--- config.mk ---
export PLATFORM = sky130hd
export DESIGN_NAME = bus_master_arbiter_flat
export DESIGN_NICKNAME = d
export VERILOG_FILES = /design/src/rtl/bus_master_arbiter_pkg.sv /design/src/rtl/bus_master_arbiter_if.sv /design/src/rtl/bus_master_arbiter_rr_pick4.sv /design/src/rtl/bus_master_arbiter.sv /design/src/flat_wrapper.sv
export SDC_FILE = /design/constraint.sdc
export NUM_CORES = 1
export LEC_CHECK = 0
export ABC_AREA = 1
export ABC_CLOCK_PERIOD_IN_PS = 3100
export BUFFER_PORTS_ARGS = -buffer_cell sky130_fd_sc_hd__buf_2
export CAP_MARGIN = 40
export CORE_AREA = 2 2 129 131
export DETAILED_ROUTE_END_ITERATION = 7
export DIE_AREA = 0 0 131 133
export GPL_TIMING_DRIVEN = 0
export HOLD_SLACK_MARGIN = 0.1
export PLACE_DENSITY = 0.56
export SLEW_MARGIN = 20
export SYNTH_ARGS = -nofsm -noshare
export SYNTH_HDL_FRONTEND = slang
export SYNTH_SLANG_ARGS = --single-unit
--- constraint.sdc ---
create_clock -name clk -period 3.1 [get_ports clk]
set_clock_uncertainty 0.05 [all_clocks]
set_input_delay 0.155 -clock clk [delete_from_list [all_inputs] [get_ports clk]]
set_output_delay 0.155 -clock clk [all_outputs]
set_load 0.01 [all_outputs]
--- src/rtl/bus_master_arbiter_pkg.sv ---
// Shared widths, encodings and helpers for the four-master system bus arbiter.
// Bus levels follow the legacy active-low naming: ENABLE_/DISABLE_ are strobe levels.
package bus_master_arbiter_pkg;

    localparam int WORD_ADDR_W = 30;
    localparam int WORD_DATA_W = 32;
    localparam int NUM_MASTERS = 4;
    localparam int OWNER_W     = 2;

    localparam logic READ     = 1'b1;
    localparam logic WRITE    = 1'b0;
    localparam logic ENABLE_  = 1'b0;
    localparam logic DISABLE_ = 1'b1;

    localparam logic [0:0] ARB_IDLE  = 1'b0;
    localparam logic [0:0] ARB_GRANT = 1'b1;

    typedef logic [OWNER_W-1:0] owner_t;

    typedef struct packed {
        logic [WORD_ADDR_W-1:0] addr;
        logic                   as_n;
        logic                   rw;
        logic [WORD_DATA_W-1:0] wr_data;
    } bus_cycle_t;

    function automatic logic [NUM_MASTERS-1:0] onehot(input owner_t idx);
        logic [NUM_MASTERS-1:0] v;
        v      = '0;
        v[idx] = 1'b1;
        return v;
    endfunction

endpackage

--- src/rtl/bus_master_arbiter_if.sv ---
// Master-side request/bus bundle and the shared-bus outputs of the arbiter.
// The slave modport is the arbiter's view; the master modport is the masters' view.
interface bus_master_arbiter_if;
    import bus_master_arbiter_pkg::*;

    logic [NUM_MASTERS-1:0]             mReq_;
    logic [NUM_MASTERS*WORD_ADDR_W-1:0] mAddr;
    logic [NUM_MASTERS-1:0]             mAs_;
    logic [NUM_MASTERS-1:0]             mRw;
    logic [NUM_MASTERS*WORD_DATA_W-1:0] mWrData;
    logic [NUM_MASTERS-1:0]             mGrnt_;
    logic [WORD_ADDR_W-1:0]             sAddr;
    logic                               sAs_;
    logic                               sRw;
    logic [WORD_DATA_W-1:0]             sWrData;
    logic [OWNER_W-1:0]                 owner;
    logic                               busy;

    modport master (
        output mReq_, mAddr, mAs_, mRw, mWrData,
        input  mGrnt_, sAddr, sAs_, sRw, sWrData, owner, busy
    );

    modport slave (
        input  mReq_, mAddr, mAs_, mRw, mWrData,
        output mGrnt_, sAddr, sAs_, sRw, sWrData, owner, busy
    );

endinterface

--- src/rtl/bus_master_arbiter_rr_pick4.sv ---
// Combinational round-robin picker: first set request scanning from last+1 modulo 4.
// The last owner itself is considered only after all other masters.
module rr_pick4
    import bus_master_arbiter_pkg::*;
(
    input  logic [NUM_MASTERS-1:0] req,
    input  owner_t                 last,
    output owner_t                 idx,
    output logic                   found
);

    owner_t cand;

    // Walk from farthest to nearest so the nearest requester overwrites the result.
    always_comb begin
        idx   = last;
        found = 1'b0;
        cand  = last;
        for (int k = NUM_MASTERS; k >= 1; k--) begin
            cand = last + owner_t'(k);
            if (req[cand]) begin
                idx   = cand;
                found = 1'b1;
            end
        end
    end

endmodule

--- src/rtl/bus_master_arbiter.sv ---
// Round-robin owner of the shared system bus for four masters; ARB_HOLD_LIMIT_EN adds forced rotation.
// Grants are registered (1 cycle after request, no dead cycle on handover); the owner keeps the bus until release.
module bus_master_arbiter
    import bus_master_arbiter_pkg::*;
#(
    parameter int HOLD_MAX   = 16,
    parameter int HOLD_CNT_W = 5
) (
    input  logic                clk,
    input  logic                reset,
    bus_master_arbiter_if.slave bus
);

    logic [0:0]             state_q;
    logic [0:0]             state_d;
    owner_t                 owner_q;
    owner_t                 owner_d;
    logic [NUM_MASTERS-1:0] grnt_q;
    logic [NUM_MASTERS-1:0] grnt_d;
    logic                   busy_q;
    logic [NUM_MASTERS-1:0] req;
    logic [NUM_MASTERS-1:0] others;
    logic [NUM_MASTERS-1:0] pick_req;
    owner_t                 pick_idx;
    logic                   pick_found;
    logic                   owner_rel;
    logic                   force_rot;
    bus_cycle_t             bus_out;

    if (2**HOLD_CNT_W <= HOLD_MAX) begin : g_bad_hold_cfg
        $error("HOLD_CNT_W is too narrow to reach HOLD_MAX");
    end

    assign req       = ~bus.mReq_;
    assign others    = req & ~onehot(owner_q);
    assign owner_rel = (bus.mReq_[owner_q] == DISABLE_);
    // While granted the current owner is excluded, so a re-request after release loses to waiters.
    assign pick_req  = (state_q == ARB_GRANT) ? others : req;

    rr_pick4 u_pick (
        .req   (pick_req),
        .last  (owner_q),
        .idx   (pick_idx),
        .found (pick_found)
    );

`ifdef ARB_HOLD_LIMIT_EN
    localparam logic [HOLD_CNT_W-1:0] HOLD_LIM = HOLD_CNT_W'(HOLD_MAX);

    logic [HOLD_CNT_W-1:0] hold_cnt_q;

    // Rotation is only forced between transactions, never under an active strobe.
    assign force_rot = (state_q == ARB_GRANT) && (hold_cnt_q >= HOLD_LIM) &&
                       (bus.mAs_[owner_q] == DISABLE_);

    always_ff @(posedge clk or posedge reset) begin
        if (reset) begin
            hold_cnt_q <= '0;
        end else if ((state_q != ARB_GRANT) || (state_d != ARB_GRANT) ||
                     (owner_d != owner_q) || (others == '0)) begin
            hold_cnt_q <= '0;
        end else if (hold_cnt_q < HOLD_LIM) begin
            hold_cnt_q <= hold_cnt_q + 1'b1;
        end
    end
`else
    assign force_rot = 1'b0;
`endif

    always_comb begin
        state_d = state_q;
        owner_d = owner_q;
        grnt_d  = grnt_q;
        if (state_q == ARB_IDLE) begin
            if (pick_found) begin
                state_d = ARB_GRANT;
                owner_d = pick_idx;
                grnt_d  = ~onehot(pick_idx);
            end
        end else if (owner_rel || force_rot) begin
            if (pick_found) begin
                owner_d = pick_idx;
                grnt_d  = ~onehot(pick_idx);
            end else if (owner_rel) begin
                // owner is kept so the next scan still starts after the last user.
                state_d = ARB_IDLE;
                grnt_d  = '1;
            end
        end
    end

    always_ff @(posedge clk or posedge reset) begin
        if (reset) begin
            state_q <= ARB_IDLE;
            owner_q <= owner_t'(NUM_MASTERS - 1);
            grnt_q  <= '1;
            busy_q  <= 1'b0;
        end else begin
            state_q <= state_d;
            owner_q <= owner_d;
            grnt_q  <= grnt_d;
            busy_q  <= ~&grnt_d;
        end
    end

    always_comb begin
        bus_out.addr    = '0;
        bus_out.as_n    = DISABLE_;
        bus_out.rw      = READ;
        bus_out.wr_data = '0;
        if (state_q == ARB_GRANT) begin
            bus_out.addr    = bus.mAddr[int'(owner_q)*WORD_ADDR_W +: WORD_ADDR_W];
            bus_out.as_n    = bus.mAs_[owner_q];
            bus_out.rw      = bus.mRw[owner_q];
            bus_out.wr_data = bus.mWrData[int'(owner_q)*WORD_DATA_W +: WORD_DATA_W];
        end
    end

    assign bus.mGrnt_  = grnt_q;
    assign bus.busy    = busy_q;
    assign bus.owner   = owner_q;
    assign bus.sAddr   = bus_out.addr;
    assign bus.sAs_    = bus_out.as_n;
    assign bus.sRw     = bus_out.rw;
    assign bus.sWrData = bus_out.wr_data;

    a_one_cold : assert property (@(posedge clk) disable iff (reset) $onehot0(~grnt_q));

endmodule

--- src/flat_wrapper.sv ---
// flat-port wrapper written by rule: the top's interface ports become plain ports
module bus_master_arbiter_flat import bus_master_arbiter_pkg::*;
#(
    parameter int HOLD_MAX   = 16,
    parameter int HOLD_CNT_W = 5
)
  (clk, reset, bus_mReq_, bus_mAddr, bus_mAs_, bus_mRw, bus_mWrData, bus_mGrnt_, bus_sAddr, bus_sAs_, bus_sRw, bus_sWrData, bus_owner, bus_busy);
  bus_master_arbiter_if bus_i ();
  input  logic clk;
  input  logic reset;
  input wire logic [$bits(bus_i.mReq_)-1:0] bus_mReq_;
  input wire logic [$bits(bus_i.mAddr)-1:0] bus_mAddr;
  input wire logic [$bits(bus_i.mAs_)-1:0] bus_mAs_;
  input wire logic [$bits(bus_i.mRw)-1:0] bus_mRw;
  input wire logic [$bits(bus_i.mWrData)-1:0] bus_mWrData;
  output wire logic [$bits(bus_i.mGrnt_)-1:0] bus_mGrnt_;
  output wire logic [$bits(bus_i.sAddr)-1:0] bus_sAddr;
  output wire logic [$bits(bus_i.sAs_)-1:0] bus_sAs_;
  output wire logic [$bits(bus_i.sRw)-1:0] bus_sRw;
  output wire logic [$bits(bus_i.sWrData)-1:0] bus_sWrData;
  output wire logic [$bits(bus_i.owner)-1:0] bus_owner;
  output wire logic [$bits(bus_i.busy)-1:0] bus_busy;
  assign bus_i.mReq_ = bus_mReq_;
  assign bus_i.mAddr = bus_mAddr;
  assign bus_i.mAs_ = bus_mAs_;
  assign bus_i.mRw = bus_mRw;
  assign bus_i.mWrData = bus_mWrData;
  assign bus_mGrnt_ = bus_i.mGrnt_;
  assign bus_sAddr = bus_i.sAddr;
  assign bus_sAs_ = bus_i.sAs_;
  assign bus_sRw = bus_i.sRw;
  assign bus_sWrData = bus_i.sWrData;
  assign bus_owner = bus_i.owner;
  assign bus_busy = bus_i.busy;
  bus_master_arbiter #(.HOLD_MAX(HOLD_MAX), .HOLD_CNT_W(HOLD_CNT_W)) u_core (.clk(clk), .reset(reset), .bus(bus_i));
endmodule
Word-level counts from Yosys, hierarchy flattened. Cells that the tools add are included.

Input bits: 262. Word-level logic and storage cells: 63. Register bits: 8.

$add $sub $neg: 3. Bitwise gates (word level): 4. Equal/unequal tests: 1. Shift operators: 2. Reductions and logical operators: 4. $lt $le $gt $ge: 7. $mul: 1. Mux-type cells: 37.

Operators with widths (number): $shiftx A128 B8 Y32 (1); $shiftx A120 B32 Y30 (1); $mux W64 (1); $mux W4 (5); $mux W1 (16); $lt A2 B3 Y1 const B (5); $bmux W1 S2 (7); $mux W2 (6); $not A4 Y4 (3); $mul A2 B4 Y6 const B (1); $add A2 B2 Y2 const B (2); $and A4 B4 Y4 (1); $demux W1 S2 (2); $ge A2 B1 Y1 const B (2); $reduce_and A4 Y1 (1); $add A2 B1 Y2 const B (1); $logic_and A1 B1 Y1 (2); $ne A2 B2 Y1 const B (1); $logic_not A1 Y1 (1).

Longest topological paths before layout.
Depth after elaboration: 22. Gate-level depth with buffers: 17.

Hierarchy. A second synthesis with hierarchy kept.

Cells, all modules: 415. Area total of the unflattened synthesis: 2433.6 sq um.

By module, submodules not included: bus_master_arbiter (cells each 368, area an instance 2192.1 sq um, seq. area each 207.7 sq um, times used 1); rr_pick4 (cells each 47, area an instance 241.5 sq um, seq. area each 0.0 sq um, times used 1).

Worst setup path after synthesis. Ideal clock, no wire load.

Kind: flip-flop to flip-flop. Start: register u_core.owner_q[0] (netlist: u_core.bus.owner[0]). End: register u_core.busy_q (netlist: u_core.bus.busy). Setup slack: 0.786 ns. Required time: 2.931 ns. Stages on the path, launching flop included: 15. Path buffers: 2. Data arrival time: 2.145 ns. Cell sequence: dfstp_2 inv_2 buf_6 clkbuf_1 ha_1 inv_1 nand3_2 nand2_2 nand2_2 nor2_4 nor2_4 nand3_1 nand2_1 nor2_1 nand2_1.

Cells in the longest elaborated chain, start to end: 22. Elaborated cells on any way between the ends: 40.

RTL lines: from (decl) (line bus_master_arbiter.sv:16) `owner_t owner_q;`; from (signal assigned) (line bus_master_arbiter.sv:95) `owner_q <= owner_t'(NUM_MASTERS - 1);`; from (signal assigned) (line bus_master_arbiter.sv:100) `owner_q <= owner_d;`; $lt A2 B3 Y1 (implied by the code) or $ge A2 B1 Y1 (tied branches) (line bus_master_arbiter_pkg.sv:30) `v[idx] = 1'b1;`; $logic_and A1 B1 Y1 (implied by the code) (line bus_master_arbiter_pkg.sv:30); $mux W1 (implied by the code) (line bus_master_arbiter_pkg.sv:30); $demux W1 S2; $not A4 Y4 (line bus_master_arbiter.sv:35) `assign others = req & ~onehot(owner_q);`; $and A4 B4 Y4 (line bus_master_arbiter.sv:35); $mux W4 (line bus_master_arbiter.sv:38) `assign pick_req = (state_q == ARB_GRANT) ? others : req;`; $bmux W1 S2 (line bus_master_arbiter_rr_pick4.sv:21) `if (req[cand]) begin`; (+6 left out); $mux W1 (implied by the code) (line bus_master_arbiter_pkg.sv:30); $demux W1 S2; $not A4 Y4 (line bus_master_arbiter.sv:78, bus_master_arbiter.sv:83); $mux W4 (line bus_master_arbiter.sv:81) `if (pick_found) begin`; $mux W4 (line bus_master_arbiter.sv:80) `end else if (owner_rel || force_rot) begin`; $mux W4 (*) (line bus_master_arbiter.sv:74) `if (state_q == ARB_IDLE) begin`; $reduce_and A4 Y1 (*) (line bus_master_arbiter.sv:102) `busy_q <= ~&grnt_d;`; $logic_not A1 Y1 (*) (line bus_master_arbiter.sv:102); to (signal assigned) (line bus_master_arbiter.sv:102); to (decl) (line bus_master_arbiter.sv:20) `logic busy_q;`.

Mark *: on every way between the ends. The rest lies on a longest branch, timed or not. The select of a mux whose other input is x is not followed. A chain may end at the register's enable or synchronous reset.

Final worst setup path. Ends and elaborated chain as after synthesis.

==> summary by stage <==
Status
The flow ran to the end, and the final reports show no timing, DRC or antenna violations.

STA
The share of the cycle needed by the critical path after routing is 0.8609. The max-slew violation total from the final report is 0. The final-report hold violation count is 0. Setup repair after global routing left no endpoint under its margin. The fmax is 0.3747 GHz. Setup violations remaining at the end of the flow were counted as 0. The final setup TNS is 0 ns. The worst pin sits at a relative slew slack of 0.4653.

The slew at the pin with the worst max-slew slack is 0.8021 ns. For the finished layout, the period the worst path requires is 2.669 ns. Setup slack closes at 0.4311 ns.

Floorplanning
For this configuration, the core starts out at a cell density of 0.1783. The die area is 17,420 µm². Pin placement for this block handled 333 I/O pins.

The floorplan die height is 133 µm. The initialized floorplan defines 47 standard-cell rows. The area of the placeable core is 16,170 µm². The die is 131 µm wide.

Placed design
Port buffering added 332 buffers. The worst setup timing slack at the placement stage is 0.3397 ns. The global placement routability congestion is 0.8254. Summing all placed instances gives a cell area of 4820 µm².

The number of placed instances, taps included is 1,153. The detailed placement HPWL is 13,930 µm.

Setup path
The launching point of the worst reg2reg path is u_core.bus.owner[0]$_DFFE_PP1P_. The startpoint type of the worst setup path is a flip-flop. Setup slack on the worst reg-to-reg path comes out at 0.43 ns. The buffer and inverter count on the worst path is 4. The critical path is of the reg -> reg type. The kind of cell with the highest combined delay along the critical path is simple AND/OR/NAND/NOR gates. The endpoint identified for the worst register-to-register timing path is u_core.bus.busy$_DFF_PP0_. The data arrival time at the worst-slack endpoint is 2.79 ns. The number of cells on the worst reg-to-reg path is 15.

The delay of the slowest cell on the worst path is 0.59 ns. For the worst setup path, the data required time is 3.22 ns. The cell with the largest stage delay on the worst path is dfstp_2. The type of element capturing the critical path is a flip-flop. Of all nets on the critical path, the largest fanout is 11. The critical path goes through inv_2, buf_6, clkbuf_1, ha_1, inv_1, nand3_2, nand2_2, nand2_2, nor2_4, nand2_2, o21ai_2, nand2_1, nand2_1, nor2_1, nand2_1.

Clock network
The later-pin clock latency in the skew report is 0.23 ns. The CTS clock-pin slew for the worst setup and hold paths is 0.04 ns. The TritonCTS sink count is 8. The CTS tree is yes. The clock root buffer master is clkbuf_16.

After clock tree synthesis, the setup repair step added 0 buffers. The number of buffers between clock root and the deepest sink is 2. The number of levels the H-tree was split into is 1. In this run, CTS created clock tree buffers numbering 3.

Synth
The summed instance area of the synthesized netlist is 2883 µm². The count of yosys warnings during synthesis is 0. After synthesis the netlist holds a flip-flop and latch count of 8. The average instance in the mapped netlist occupies 4.797 µm².

The unique cell type count in the Yosys netlist is 24. The count of mapped cells out of synthesis is 601. When the netlist entered floorplanning its net count stood at 867.

The share of the Yosys chip area taken by registers is 0.07205.

Worst hold path
The worst hold path passes through 4 cells. The endpoint of the worst hold path is u_core.state_q$_DFF_PP0_. The critical hold path startpoint is bus_mReq_[1]. The class of the tightest hold or removal check is in -> reg.

Pwr
The share of power burned in registers is 0.045. The net switching power of the design is 2.914 mW. The share of total power dissipated in combinational logic is 0.911. Power spread over the standard cell area amounts to 995.8 nW/µm². Of the total power, the share spent switching nets is 0.5962. The reported leakage power is 2.606 nW. The worst voltage drop across the vdd grid is 431.8 µV. The share of total power dissipated in the clock network is 0.045. The internal portion of the total power is 1.973 mW. The total power of the final layout is 4.887 mW.

Detailed routing
In the routed layout, each cell is associated on average with a via count of 4.457. The routed design has 17,070 µm of wire. The vias after detailed routing is 5,161. The remaining routing DRC violations is 0.

The count of routing violations after the opening detailed-route iteration is 324. The number of iterations in the first detailed-routing pass is 5. The detail route stage leaves a number of antenna-violating nets equal to 0. The wire length per cell after detailed routing is 14.74 µm.

Finish
Once layout is done, the placed cells without fillers occupy 4907 µm². The net count of the finished layout is 1,205. The library cells used most frequently in the layout, excluding fill and tap cells, are buf_2 (346), nor2_1 (258), o21ai_0 (130), a21oi_1 (62), nand2_1 (33). The area growth from synthesis to layout is 70.23%.

Once layout is complete, the cells apart from fillers number 1,158. The leading cell type in the layout, fill and taps excluded is buf_2. Of the cells placed in the final design, the portion with a size suffix greater than 1 is 0.4077.

Global route
The initial antenna violation count is 2. The first global-routing pass estimated 24,350 µm of wire. The pin count of the biggest net entering global routing is 12. The overall global routing resource usage is 0.1773. The residual overflow from global routing is 0. The via count of the first global-routing pass came to 4,644.

Flow run
Across the run, the number of max-cap violations was 0.
per-stage QoR:
step                utilization  hold WS, ns
floorplan                     -     -0.08364
global placement         0.2980      0.07353
detailed placement       0.2980      0.07520
CTS                      0.3033       0.2362
global route             0.3033       0.2536
finish                   0.3034       0.2396
worst max-delay path by stage:
stage / slack [ns] / from / end / depth (start not counted)
after floorplan: 0.79 / u_core.bus.owner[0]$_DFFE_PP1P_ / u_core.bus.busy$_DFF_PP0_ / 14
after global placement: 0.34 / u_core.bus.owner[0]$_DFFE_PP1P_ / u_core.bus.busy$_DFF_PP0_ / 15
after detailed placement: 0.34 / u_core.bus.owner[0]$_DFFE_PP1P_ / u_core.bus.busy$_DFF_PP0_ / 14
after CTS: 0.33 / u_core.bus.owner[0]$_DFFE_PP1P_ / u_core.bus.busy$_DFF_PP0_ / 15
after global routing: 0.12 / u_core.bus.owner[0]$_DFFE_PP1P_ / u_core.bus.busy$_DFF_PP0_ / 17
final: 0.43 / u_core.bus.owner[0]$_DFFE_PP1P_ / u_core.bus.busy$_DFF_PP0_ / 15
power by group through the flow:
stage	combinational, mW	sequential (mW)	clock [mW]
final	4.45	0.219	0.217
after global placement	4.47	0.221	0
after floorplan	2.85	0.233	0
after CTS	4.49	0.221	0.222
after global routing	4.99	0.227	0.232
after detailed placement	4.47	0.222	0
Yosys cell counts, drive strengths merged:
| master | n | area [µm²] |
|---|---|---|
| ha | 4 | 50.05 |
| a21oi | 63 | 319.1 |
| nand3b | 1 | 20.02 |
| nand3 | 12 | 70.07 |
| dfstp | 6 | 157.7 |
| o21ai | 133 | 676.9 |
| nand4 | 2 | 12.51 |
| o221ai | 2 | 17.52 |
| dfrtp | 2 | 50.05 |
| nor2 | 263 | 1015 |
| nand2 | 41 | 173.9 |
| inv | 21 | 78.82 |
| o31ai | 1 | 21.27 |
| buf | 23 | 118.9 |
| clkbuf | 27 | 101.4 |
registers in the layout, indices dropped and copies added, names as in the netlist:
| signal | flops |
|---|---|
| u_core.bus.busy | 1 |
| u_core.bus.mGrnt_ | 4 |
| u_core.bus.owner | 2 |
| u_core.state_q | 1 |
logic make-up after synthesis:
kind of cell | count (synthesis) | share of synthesized area
AO/OA/AOI/OAI | 199 | 0.3589
adder cells (fa/ha/maj) | 4 | 0.01736
buffers and inverters | 71 | 0.1037
flip-flops | 8 | 0.07205
AND/OR/NAND/NOR | 319 | 0.4479
cell type report:
class	count	area [µm²]
fill	1918	11260
multi-input combinational	522	2376
timing repair buffer	333	1672
tap	220	275.3
buffer	50	220.2
sequential	8	207.7
inverter	21	78.83
clock buffer	3	75.07
antenna	1	2.502
worst reg2reg max path, cell delays in order (launching register included):
cell and delay (ns):
dfstp_2 0.59, inv_2 0.11, buf_6 0.17, clkbuf_1 0.27, ha_1 0.44, inv_1 0.14, nand3_2 0.09, nand2_2 0.09
nand2_2 0.07, nor2_4 0.15, nand2_2 0.07, o21ai_2 0.11, nand2_1 0.07, nand2_1 0.09, nor2_1 0.05, nand2_1 0.05
layer usage:
layer / share of wire / GRT usage / up-vias
li1: - / - / 2634
met3: 0.075 / 0.02709 / 11
met1: 0.42 / 0.2276 / 2304
met5: 0.00076 / 0 / -
met4: 0.0052 / 0.02128 / 2
met2: 0.50 / 0.3187 / 210
timing repair:
| item | CTS | global route |
|---|---|---|
| hold buffers | 1 | 0 |
| gates resized for setup | 0 | 0 |
| endpoints found under the hold margin | 2 | 0 |
Power figures use the tool's default switching activity.
